**src/rtl/apb_regfile_slave_pkg.sv**
```systemverilog
// apb_regfile_slave_pkg: default APB4 request/response structs for the register-file completer
package apb_regfile_slave_pkg;
    typedef struct packed {
        logic [31:0] paddr;
        logic [2:0]  pprot;
        logic        psel;
        logic        penable;
        logic        pwrite;
        logic [31:0] pwdata;
        logic [3:0]  pstrb;
    } req_t;
    typedef struct packed {
        logic        pready;
        logic [31:0] prdata;
        logic        pslverr;
    } resp_t;
endpackage

```
**src/rtl/apb_regfile_slave.sv**
```systemverilog
// apb_regfile_slave: APB4 completer holding byte-strobed control/status registers with wait states
module apb_regfile_slave
    import apb_regfile_slave_pkg::*;
#(
    parameter int NoRegs = 8,
    parameter int AddrWidth = 32,
    parameter int DataWidth = 32,
    parameter logic [AddrWidth-1:0] BaseAddr = '0,
    parameter int WaitCycles = 2,
    parameter logic [NoRegs-1:0] ReadOnly = '0,
    parameter logic [NoRegs-1:0][DataWidth-1:0] RegRstVal = '0,
    parameter type apb_req_t = req_t,
    parameter type apb_resp_t = resp_t
) (
    input  logic                              clk_i,
    input  logic                              rst_i,
    input  apb_req_t                          apb_req_i,
    output apb_resp_t                         apb_resp_o,
    output logic [NoRegs-1:0][DataWidth-1:0]  reg_q_o,
    input  logic [NoRegs-1:0]                 reg_load_i,
    input  logic [NoRegs-1:0][DataWidth-1:0]  reg_load_data_i
);
    localparam int Nb = DataWidth / 8;
    localparam int Iw = NoRegs > 1 ? $clog2(NoRegs) : 1;
    typedef enum logic {IDLE, WAIT} state_e;
    state_e state;
    logic [3:0] cnt;
    logic [AddrWidth-1:0] off, idx;
    logic [Iw-1:0] sel;
    logic mapped, err, rdy, wr_en;
    logic unused_pprot;
    assign unused_pprot = ^apb_req_i.pprot;
    always_comb begin
        off = apb_req_i.paddr - BaseAddr;
        idx = off >> $clog2(Nb);
        mapped = apb_req_i.paddr >= BaseAddr && idx < AddrWidth'(NoRegs);
        sel = mapped ? idx[Iw-1:0] : '0;
        err = !mapped || (apb_req_i.pwrite && ReadOnly[sel]);
        rdy = state == WAIT && apb_req_i.psel && apb_req_i.penable && cnt == '0;
        wr_en = rdy && apb_req_i.pwrite && !err;
        apb_resp_o = '0;
        apb_resp_o.pready = rdy;
        apb_resp_o.pslverr = rdy && err;
        apb_resp_o.prdata = rdy && !apb_req_i.pwrite && mapped ? reg_q_o[sel] : '0;
    end
    always_ff @(posedge clk_i) begin
        if (rst_i) begin
            state <= IDLE;
            cnt <= '0;
        end else if (state == IDLE) begin
            if (apb_req_i.psel && !apb_req_i.penable) begin
                state <= WAIT;
                cnt <= 4'(WaitCycles);
            end
        end else if (!apb_req_i.psel || rdy) begin
            state <= IDLE;
        end else if (apb_req_i.penable) begin
            cnt <= cnt - 4'd1;
        end
    end
    // APB write wins on strobed bytes, hardware load keeps the rest
    always_ff @(posedge clk_i) begin
        if (rst_i) reg_q_o <= RegRstVal;
        else
            for (int k = 0; k < NoRegs; k++)
                for (int b = 0; b < Nb; b++)
                    if (wr_en && sel == Iw'(k) && apb_req_i.pstrb[b])
                        reg_q_o[k][8*b +: 8] <= apb_req_i.pwdata[8*b +: 8];
                    else if (reg_load_i[k])
                        reg_q_o[k][8*b +: 8] <= reg_load_data_i[k][8*b +: 8];
    end
endmodule

```
**config.mk**
```make
export PLATFORM = sky130hd
export DESIGN_NAME = apb_regfile_slave
export DESIGN_NICKNAME = d
export VERILOG_FILES = /design/src/rtl/apb_regfile_slave_pkg.sv /design/src/rtl/apb_regfile_slave.sv
export SDC_FILE = /design/constraint.sdc
export NUM_CORES = 1
export LEC_CHECK = 0
export BUFFER_PORTS_ARGS = -buffer_cell sky130_fd_sc_hd__buf_2
export CAP_MARGIN = 20
export CORE_AREA = 2 2 246 248
export CTS_CLUSTER_DIAMETER = 30
export DETAILED_ROUTE_END_ITERATION = 16
export DIE_AREA = 0 0 248 250
export GPL_TIMING_DRIVEN = 0
export MAX_ROUTING_LAYER = met4
export PLACE_DENSITY_LB_ADDON = 0.2
export SYNTH_ARGS = -nofsm -noshare
export SYNTH_HDL_FRONTEND = slang
export SYNTH_SLANG_ARGS = --single-unit
```
**constraint.sdc**
```tcl
create_clock -name clk_i -period 2 [get_ports clk_i]
set_input_delay 0.2 -clock clk_i [delete_from_list [all_inputs] [get_ports clk_i]]
set_output_delay 0.2 -clock clk_i [all_outputs]
set_load 0.01 [all_outputs]
```
==> results of run 1 <==
==> synth_stat cells, drive strengths merged, types with 2 or more instances <==
cell type / n
a211o: 2
a211oi: 235
a21oi: 24
a221oi: 4
and3: 4
buf: 41
clkbuf: 100
dfxtp: 261
inv: 62
mux2: 98
mux2i: 215
mux4: 4
nand2: 115
nand2b: 3
nand3: 3
nand4: 20
nor2: 224
nor2b: 112
nor3: 59
nor3b: 2
nor4: 29
o211ai: 62
o21ai: 31
or3: 29
xor2: 2
==> sequential cells by signal, indices dropped and copies added (netlist names) <==
signal,count
state,1
reg_q_o,256
cnt,4
==> final timing paths <==
path | slack (ns) | from | cells after the start | endpoint
setup / recovery | -1.16 | cnt[1] | 11 | apb_resp_o[18]
hold / removal | 0.04 | reg_load_data_i[152] | 5 | reg_q_o[152]
setup reg to reg | -0.48 | cnt[1] | 16 | reg_q_o[82]
hold reg to reg | 0.61 | cnt[3] | 2 | cnt[3]
==> cells in the final DEF (no fill, tap or decap), types with 59 or more instances in the layout <==
cell	count
buf_2	601
dlygate4sd3_1	289
dfxtp_1	259
nor2_1	220
mux2i_1	214
a211oi_2	119
nand2_1	113
nor2b_1	112
a211oi_1	110
clkbuf_1	105
mux2_2	98
clkbuf_16	93
o211ai_1	62
buf_6	60
nor3_1	59
inv_1	59
==> power by group through the flow <==
stage | registers, mW | clock network (mW) | logic (mW)
2_1_floorplan | 5.93 | 0 | 1.21
3_3_place_gp | 5.86 | 0 | 2.64
3_5_place_dp | 5.87 | 0 | 2.67
4_1_cts | 5.79 | 14.3 | 3.30
5_1_grt | 5.82 | 14.6 | 3.61
6_report | 5.79 | 14.2 | 3.40
==> worst min-delay path, cell delays in order <==
cell,delay (ns)
buf_2,0.12
nand2_1,0.06
o21ai_0,0.08
mux2i_1,0.08
nor2_1,0.07
==> area by class of cell <==
cell class	count	area share, %
antenna	13	0.1162
buffer	139	3.083
clock buffer	110	8.430
clock inverter	43	2.412
inverter	62	0.8309
multi-input combinational	1287	37.00
sequential	261	18.67
tap	782	3.494
timing repair buffer	988	25.97
==> metal layers <==
layer | routed length [um] | vias to the layer above | share of wire, % | GRT usage, %
li1 | - | 8565 | - | -
met1 | 40350 | 9401 | 41 | 36.28
met2 | 47150 | 773 | 48 | 51.65
met3 | 7115 | 200 | 7.2 | 7.624
met4 | 3612 | 0 | 3.7 | 11.09
met5 | 0 | - | 0 | -
==> through the flow <==
stage	worst slack, ns	setup TNS [ns]	std cells	util (%)	area [sq um]
after global routing	-1.288	-144.33	3683	47.01	28000
final	-1.159	-115.63	3685	47.02	28010
after CTS	-1.138	-219.14	3633	45.09	26860
after global placement	-1.434	-165.89	3146	32.99	19650
after floorplan	-0.09132	-2.824	1751	-	15610
after detailed placement	-1.461	-173.05	3146	32.99	19650
==> logic make-up after synthesis <==
group	after synthesis	synth area share [%]
multiplexers	317	21.54
flip-flops	261	33.63
XOR/XNOR	3	0.1692
AO/OA/AOI/OAI	361	17.85
buffers and inverters	203	5.412
AND/OR/NAND/NOR	605	21.32
adder cells (fa/ha/maj)	1	0.08053
==> what timing repair did <==
item / in CTS / in global routing
pin swaps: 133 / 107
hold endpoints to repair: 258 / 1
gates resized for setup: 190 / 146
hold buffers: 288 / 1
gates cloned: 5 / 9
endpoints found under the setup margin: 290 / 291
buffers inserted: 45 / 38
==> metrics.cfg, run 1 <==
[run_status]
status=complete, but fails checks
violations=negative setup slack

[grt]
grt_max_degree=13
grt_use_total_pct=31.13
antenna_found_initial=11
grt_pass1_wl_mm=135.0
grt_overflow=0
grt_pass1_vias=19678

[worst_setup_path]
slowest_stage=or3b_4
worstSetupPathType=reg2out
end_kind=output pin
worst-path-buf-inv=5
critPathArrivalTime_ns=2.96
crit_family=simple AND/OR/NAND/NOR gates
crit_top_cell=buf_4
worstPathCellList=inv_2 -> ha_4 -> or3b_4 -> nor4_4 -> buf_4 -> buf_8 -> buf_4 -> o211ai_1 -> a211oi_1 -> or3_1 -> buf_6
required_ns=1.80
cp_slowest_stage_delay_ns=0.42
crit_fanout=5
crit_path_start_kind=register

[power]
p_total_mw=23.38
p_int_mw=17.26
cellLeakagePower_nw=13.23
p_comb_share_pct=14.5
p_clk_share_pct=60.7
p_sw_share_pct=26.19
powerDensity_nw_per_um2=834.9
power.switching_mw=6.124
seqPwrFrac_pct=24.8
ir_worst_vdd_uv=606.6

[detailed_routing]
drc=0
wl_per_cell_um=26.65
wl_mm=98.22
dr.pass1.iters=5
drt-initial-drc-count=1146
vias_per_cell=5.139
vias=18939
antenna_left=0

[clock_tree]
cts_root_buffer=clkbuf_16
cts_buffers=84
clock-sinks=261
htree_levels=3
clk_latency_ns=0.62
cts_tree=done
cts_buffer_depth=3
clk_pin_slew_ns=0.04

[sta]
slew_headroom_pct=6.046
fmax_ghz=0.3166
hold_violations=0
setup_viol=290
hold_ws_ns=0.04365
fin_skew_ns=0.02645
layout_setup_ws_ns=-1.159
worstMarginPinSlew_ns=1.409
period_share_pct=157.9
grt_setup_unrepaired=yes
finalMaxSlewViolations=0
fin_crit_ns=3.159

[logic_synthesis]
syn_area_sq_um=15530
synth_cell_types=46
yosysTopAreaCell=dfxtp_1
syn_inst=1751
yosysSeqAreaShare_pct=33.63
ys_seq_elements=261
yosys_warnings=0
yosys.area.top_type_share_pct=33.63
syn_nets=2092
avgSynthCellArea_sq_um=8.872
synth_edf_count=0
synthTopCellsByArea=dfxtp_1 (34%), mux2i_1 (14%), a211oi_1 (9.5%), mux2_2 (7.1%), nor2_1 (5.4%)
async_flop_share_pct=0
synth-main-ff-cell=dfxtp_1

[floorplanning]
die_area_sq_um=62000
core_area_sq_um=59570
die_w_um=248
start_util_pct=26.08
rows=90
die_h_um=250
ioPinCount=630

[finish]
drive_above_1_share_pct=41.38
multiInputGateArea_sq_um=10360
layout.area.seq_sq_um=5228
syn2layout_area_growth_pct=80.28
finalNetCount=3164
nFillCells=5773

[placed_design]
gp_congestion=0.9728
io_buffers=613
dpl.hpwl_mm=75.51

[job]
maxCapViolCount=0

[min_path]
min_path_type=in2reg

(Power assumes the default switching activity.)
==> inputs of run 2 (changes only) <==
- ABC_AREA: not set -> 1
==> run 2 against run 1 <==
  * The flow still finishes with violations (negative setup slack)
  * Fmax grew 20%
  * Clock power shrank 4%
  * Global-route usage grew 1.6 points
  * Via count grew 26%
  * Die area is the same
  * Non-clock buffer count grew 42
  * Register-to-register slack lost 0.11 ns
  * Sequential share of layout area shrank 0.26 points
  * Clock-buffer cell count grew 20
  * Synthesized cell count grew 67%
  * Clock skew shrank 0.012 ns
  * Worst hold slack lost 0.028 ns
  * Largest power group unchanged
==> metrics.cfg, run 2 <==
[floorplanning]
die_h_um=250
ioPinCount=630
die_area_sq_um=62000
start_util_pct=28.24
rows=90
die_w_um=248
core_area_sq_um=59570

[worst_setup_path]
cp.depth=12
slowest_stage=dfxtp_2
crit_path_start_kind=register
end_kind=output pin
worst-path-buf-inv=6
reg2reg_setup_slack_ns=-0.59
reg2regPathDepth=17
worstSetupPathType=reg2out
crit_family=buffers and inverters
required_ns=1.80
critPathArrivalTime_ns=2.42
timing.rr.end=reg_q_o[72]
worstPathCellList=inv_2 -> ha_4 -> nand3_4 -> nor2_4 -> inv_2 -> nor3_4 -> buf_12 -> buf_8 -> buf_8 -> nand2_2 -> nor2_1 -> buf_2
cp-endpoint=apb_resp_o[9]
crit_start=cnt[0]
crit_fanout=5
cp_slowest_stage_delay_ns=0.31
r2r-start=cnt[0]

[detailed_routing]
drt-initial-drc-count=1846
drc=0
vias=23862
antenna_left=0
wl_mm=102.9
dr.pass1.iters=8
wl_per_cell_um=21.33
vias_per_cell=4.945

[grt]
grt_overflow=0
antenna_found_initial=4
grt_pass1_wl_mm=145.7
grt_max_degree=12
grt_pass1_vias=22869
grt_use_total_pct=32.76

[logic_synthesis]
yosys_warnings=0
yosysTopAreaCell=dfxtp_1
synth_commonest_cells=nand2_1 (1227), nand3_1 (397), dfxtp_1 (261), a21oi_1 (258), inv_1 (217)
syn_area_sq_um=16820
synth-main-ff-cell=dfxtp_1
synth_edf_count=0
synth_most_common_cell=nand2_1
synth_cell_types=32
synthTopCellsByArea=dfxtp_1 (31%), nand2_1 (27%), nand3_1 (12%), a21oi_1 (7.7%), inv_1 (4.8%)
yosys.area.top_type_share_pct=31.06
ys_seq_elements=261
yosysSeqAreaShare_pct=31.06
syn_nets=3257
avgSynthCellArea_sq_um=5.769
syn_inst=2916
async_flop_share_pct=0

[finish]
finalNetCount=4311
mostFrequentLayoutCell=nand2_1
final_cell_mix=nand2_1 (1210), buf_2 (627), nand3_1 (387)
largestRegisters=reg_q_o: 256 flops, cnt: 4 flops, state: 1 flops
largest_reg_flops=256
utilization_pct=47.67
largest_register=reg_q_o
drive_above_1_share_pct=25.40
syn2layout_area_growth_pct=68.80

[power]
cellLeakagePower_nw=14.33
ir_worst_vdd_uv=683.8
p_total_mw=22.46
powerDensity_nw_per_um2=790.7

[run_status]
status=complete, but fails checks
violations=negative setup slack

[min_path]
min_from=reg_load_data_i[239]
min_path_type=in2reg

[clock_tree]
htree_levels=3
clk_pin_slew_ns=0.04
clk_latency_ns=0.61
cts_root_buffer=clkbuf_16
cts_buffer_depth=3
cts_buffers=87
clock-sinks=261
cts_tree=done

[sta]
slew_headroom_pct=28.78
setup_viol=289
worstMarginPinSlew_ns=1.068
finalMaxSlewViolations=0
period_share_pct=131.1
grt_setup_unrepaired=yes
fin_skew_ns=0.01491
hold_violations=0
fin_crit_ns=2.623
fmax_ghz=0.3813
layout_setup_ws_ns=-0.6226

[placed_design]
io_buffers=614
dpl.hpwl_mm=80.58
gp_congestion=0.9460
post-place-ws_ns=-1.496

[job]
maxCapViolCount=0

[run 2: changes by cell type in the layout (fill, tap and decap cells not counted), moves of 98 or more]
| cell | before | now |
|---|---|---|
| a211oi_2 | 119 | 0 |
| mux2_2 | 98 | 0 |
| nand3_1 | 1 | 387 |
| mux2i_1 | 214 | 0 |
| a21oi_1 | 8 | 250 |
| nand2_1 | 113 | 1210 |
| nor2_1 | 220 | 110 |
| inv_1 | 59 | 212 |
| a211oi_1 | 110 | 0 |
| nor2b_1 | 112 | 0 |
[run 2: where the power goes]
group / internal, mW / switching (mW)
Clock: 9.66 / 3.92
Combinational: 1.26 / 1.82
Sequential: 5.52 / 0.271
[run 2: timing repair]
item | in CTS | in global routing
cloned | 4 | 12
gates resized for setup | 168 | 204
endpoints found under the hold margin | 255 | 0
setup buffers | 23 | 25
pin swaps | 17 | 19
endpoints found under the setup margin | 290 | 290
hold buffers | 286 | 0
[run 2: area by class of cell]
| class | count | area [sq um] |
|---|---|---|
| diodes | 4 | 10.01 |
| plain buffers | 204 | 1269 |
| clock buffers | 130 | 2623 |
| clock inverters | 28 | 311.5 |
| fillers | 6300 | 31170 |
| inverters | 225 | 894.6 |
| multi-input cells | 2226 | 10420 |
| flip-flops and latches | 261 | 5228 |
| well taps | 782 | 978.4 |
| repair buffers | 965 | 6669 |
[run 2: worst min-delay path: stages]
cell	delay [ns]
buf_2	0.11
nand2_1	0.06
nand2_1	0.08
nand2_1	0.07
a21oi_1	0.05
[run 2: metal layers]
layer	track usage [%]	wire, um
met4	15.59	5122
met1	39.79	42040
met2	52.74	48070
met5	-	0
met3	5.097	7663
[run 2: how the worst min path moves through the flow]
stage / end / slack (ns) / depth (start not counted)
after floorplan: state / 0.35 / 2
after global placement: cnt[0] / 0.46 / 2
after detailed placement: cnt[0] / 0.46 / 2
after CTS: reg_q_o[239] / 0.001 / 5
after global routing: reg_q_o[239] / 0.02 / 5
final: reg_q_o[239] / 0.02 / 5
[run 2: cells by family after synthesis]
| family | synth area share, % |
|---|---|
| compound gates | 9.758 |
| xor+xnor | 0.05207 |
| simple gates | 48.80 |
| fa+ha+maj | 0.07436 |
| flops | 31.06 |
| buf+inv | 10.26 |
[run 2: through the flow]
| step | TNS [ns] | hold slack (ns) | std cells | cell area (sq um) |
|---|---|---|---|---|
| after floorplan | 0 | 0.3508 | 2916 | 16820 |
| after global placement | -220.21 | 0.4585 | 4312 | 20880 |
| after detailed placement | -215.19 | 0.4586 | 4313 | 20900 |
| after CTS | -104.03 | 0.0009622 | 4784 | 27510 |
| after global routing | -145.04 | 0.01964 | 4824 | 28400 |
| final | -122.88 | 0.01520 | 4825 | 28400 |
==> inputs of run 3 (changes only) <==
- MAX_ROUTING_LAYER: met4 -> not set
==> run 3 against run 2 <==
  * The run still ends with negative setup slack left
  * Cell count is 0.48% higher
  * Clock power hardly changed
  * Cell area is 1.4% higher
  * Non-clock buffer count is 28 higher
  * Critical path type unchanged
==> metrics.cfg, run 3 (synthesized netlist as in run 2, its figures left out) <==
[job]
maxCapViolCount=0

[finish]
largestRegisters=reg_q_o: 256 flops, cnt: 4 flops, state: 1 flops
multiInputGateArea_sq_um=10500
layout.area.seq_sq_um=5228
final_cell_mix=nand2_1 (1202), buf_2 (620), nand3_1 (387)
largest_reg_flops=256
fin_area_sq_um=28800
largest_register=reg_q_o
mostFrequentLayoutCell=nand2_1
nFillCells=6234
syn2layout_area_growth_pct=71.18
drive_above_1_share_pct=26.45
finalNetCount=4337

[grt]
grt_overflow=0
grt_max_degree=12
grt_pass1_vias=22928
antenna_found_initial=2
grt_pass1_wl_mm=146.4
grt_use_total_pct=31.94

[placed_design]
dpl.hpwl_mm=80.76
io_buffers=614
gp_congestion=0.9351
placed_area_sq_um=20920
post-place-ws_ns=-1.425

[floorplanning]
start_util_pct=28.24
core_area_sq_um=59570
die_w_um=248
die_area_sq_um=62000
rows=90
die_h_um=250
ioPinCount=630

[worst_setup_path]
worstPathCellList=inv_2 -> ha_4 -> nand3_4 -> nor2_4 -> inv_2 -> nor3_4 -> buf_12 -> clkbuf_16 -> nand2_2 -> nor2_4 -> buf_6
end_kind=output pin
crit_fanout=10
cp_slowest_stage_delay_ns=0.31
worst-path-buf-inv=5
required_ns=1.80
crit_family=simple AND/OR/NAND/NOR gates
critPathArrivalTime_ns=2.38
crit_start=cnt[1]
crit_path_start_kind=register
slowest_stage=dfxtp_2
r2r-start=cnt[1]
worstSetupPathType=reg2out

[detailed_routing]
antenna_left=0
vias_per_cell=4.950
dr.pass1.iters=6
wl_per_cell_um=21.48
vias=23997
wl_mm=104.1
drc=0
drt-initial-drc-count=1742

[power]
p_sw_share_pct=27.17
p_comb_share_pct=14.3
ir_worst_vdd_uv=520.1
power.switching_mw=6.061
cellLeakagePower_nw=14.52
seqPwrFrac_pct=26.0
p_clk_share_pct=59.7
powerDensity_nw_per_um2=774.6
p_int_mw=16.25

[clock_tree]
clk_pin_slew_ns=0.04
htree_levels=3
cts_buffers=85
clk_latency_ns=0.62
cts_root_buffer=clkbuf_16
clock-sinks=261
cts_tree=done
cts_buffer_depth=3

[sta]
grt_setup_unrepaired=yes
period_share_pct=128.9
hold_violations=0
fmax_ghz=0.3880
slew_headroom_pct=29.53
fin_crit_ns=2.578
finalMaxSlewViolations=0
worstMarginPinSlew_ns=1.057
fin_skew_ns=0.02762
setup_viol=295
layout_setup_ws_ns=-0.5776
fin_tns_setup_ns=-101.10

[min_path]
min_path_type=in2reg
min_from=reg_load_data_i[23]

[run_status]
violations=negative setup slack
status=complete, but fails checks

[run 3: cell types whose count changed in the layout (fill, tap and decap cells not counted), moves of 7 or more]
| cell | before | now |
|---|---|---|
| buf_4 | 41 | 58 |
| buf_6 | 61 | 69 |
| nand2_1 | 1210 | 1202 |
| nor2_1 | 110 | 102 |
| buf_2 | 627 | 620 |
[run 3: area by class of cell]
cell class	count	share of cell area [%]
Clock buffer	126	8.946
Inverter	225	3.128
Antenna cell	2	0.01738
Clock inverter	29	1.030
Sequential cell	261	18.15
Tap cell	782	3.397
Multi-Input combinational cell	2226	36.46
Timing Repair Buffer	993	24.33
Buffer	204	4.531
[run 3: timing repair]
action | 4_1_cts | 5_1_grt
hold buffers | 285 | 0
endpoints found under the hold margin | 254 | 0
gates resized for setup | 138 | 305
setup buffers | 39 | 37
endpoints found under the setup margin | 290 | 295
pin swaps | 18 | 44
cloned | 1 | 19
[run 3: per-stage QoR]
| step | hold WS, ns | util (%) | power (mW) | instances |
|---|---|---|---|---|
| after floorplan | 0.3508 | - | 6.990 | 2916 |
| after global placement | 0.4559 | 35.04 | 8.371 | 4312 |
| after detailed placement | 0.4578 | 35.11 | 8.377 | 4314 |
| after CTS | 0.01421 | 46.07 | 22.24 | 4794 |
| after global routing | 0.03987 | 48.34 | 22.96 | 4847 |
| final | 0.01845 | 48.34 | 22.31 | 4848 |
[run 3: worst register-to-register path: stages, from the launching register on]
cell and delay (ns):
dfxtp_2 0.31, inv_2 0.09, ha_4 0.15, nand3_4 0.07, buf_4 0.15, buf_6 0.10, buf_4 0.11, buf_4 0.12
buf_4 0.13, buf_4 0.12, buf_4 0.12, buf_4 0.12, buf_4 0.12, nand2_2 0.06, nand2_2 0.06, nand2_2 0.09
or2_4 0.14, inv_4 0.05, nand4_1 0.10, xor2_1 0.16, nor2_1 0.07
[run 3: per-layer routing]
metal,track usage [%],wire [um],vias to the layer above
met1,39.41,41920,11121
li1,-,-,11516
met5,0,0,-
met2,54.21,49550,1119
met3,5.441,7969,241
met4,13.70,4675,0
[run 3: final timing paths]
path                    endpoint  slack (ns)  cells after the start
hold reg to reg     reg_q_o[243]        0.49                      2
setup reg to reg          cnt[3]       -0.57                     20
setup / recovery  apb_resp_o[12]       -0.58                     11
hold / removal       reg_q_o[23]        0.02                      5
[run 3: power by group through the flow]
stage / Clock, mW / Sequential (mW) / Combinational, mW
after floorplan: 0 / 5.92 / 1.07
after global placement: 0 / 5.87 / 2.50
after detailed placement: 0 / 5.87 / 2.51
after CTS: 13.4 / 5.79 / 3.07
after global routing: 13.7 / 5.82 / 3.43
final: 13.3 / 5.80 / 3.19
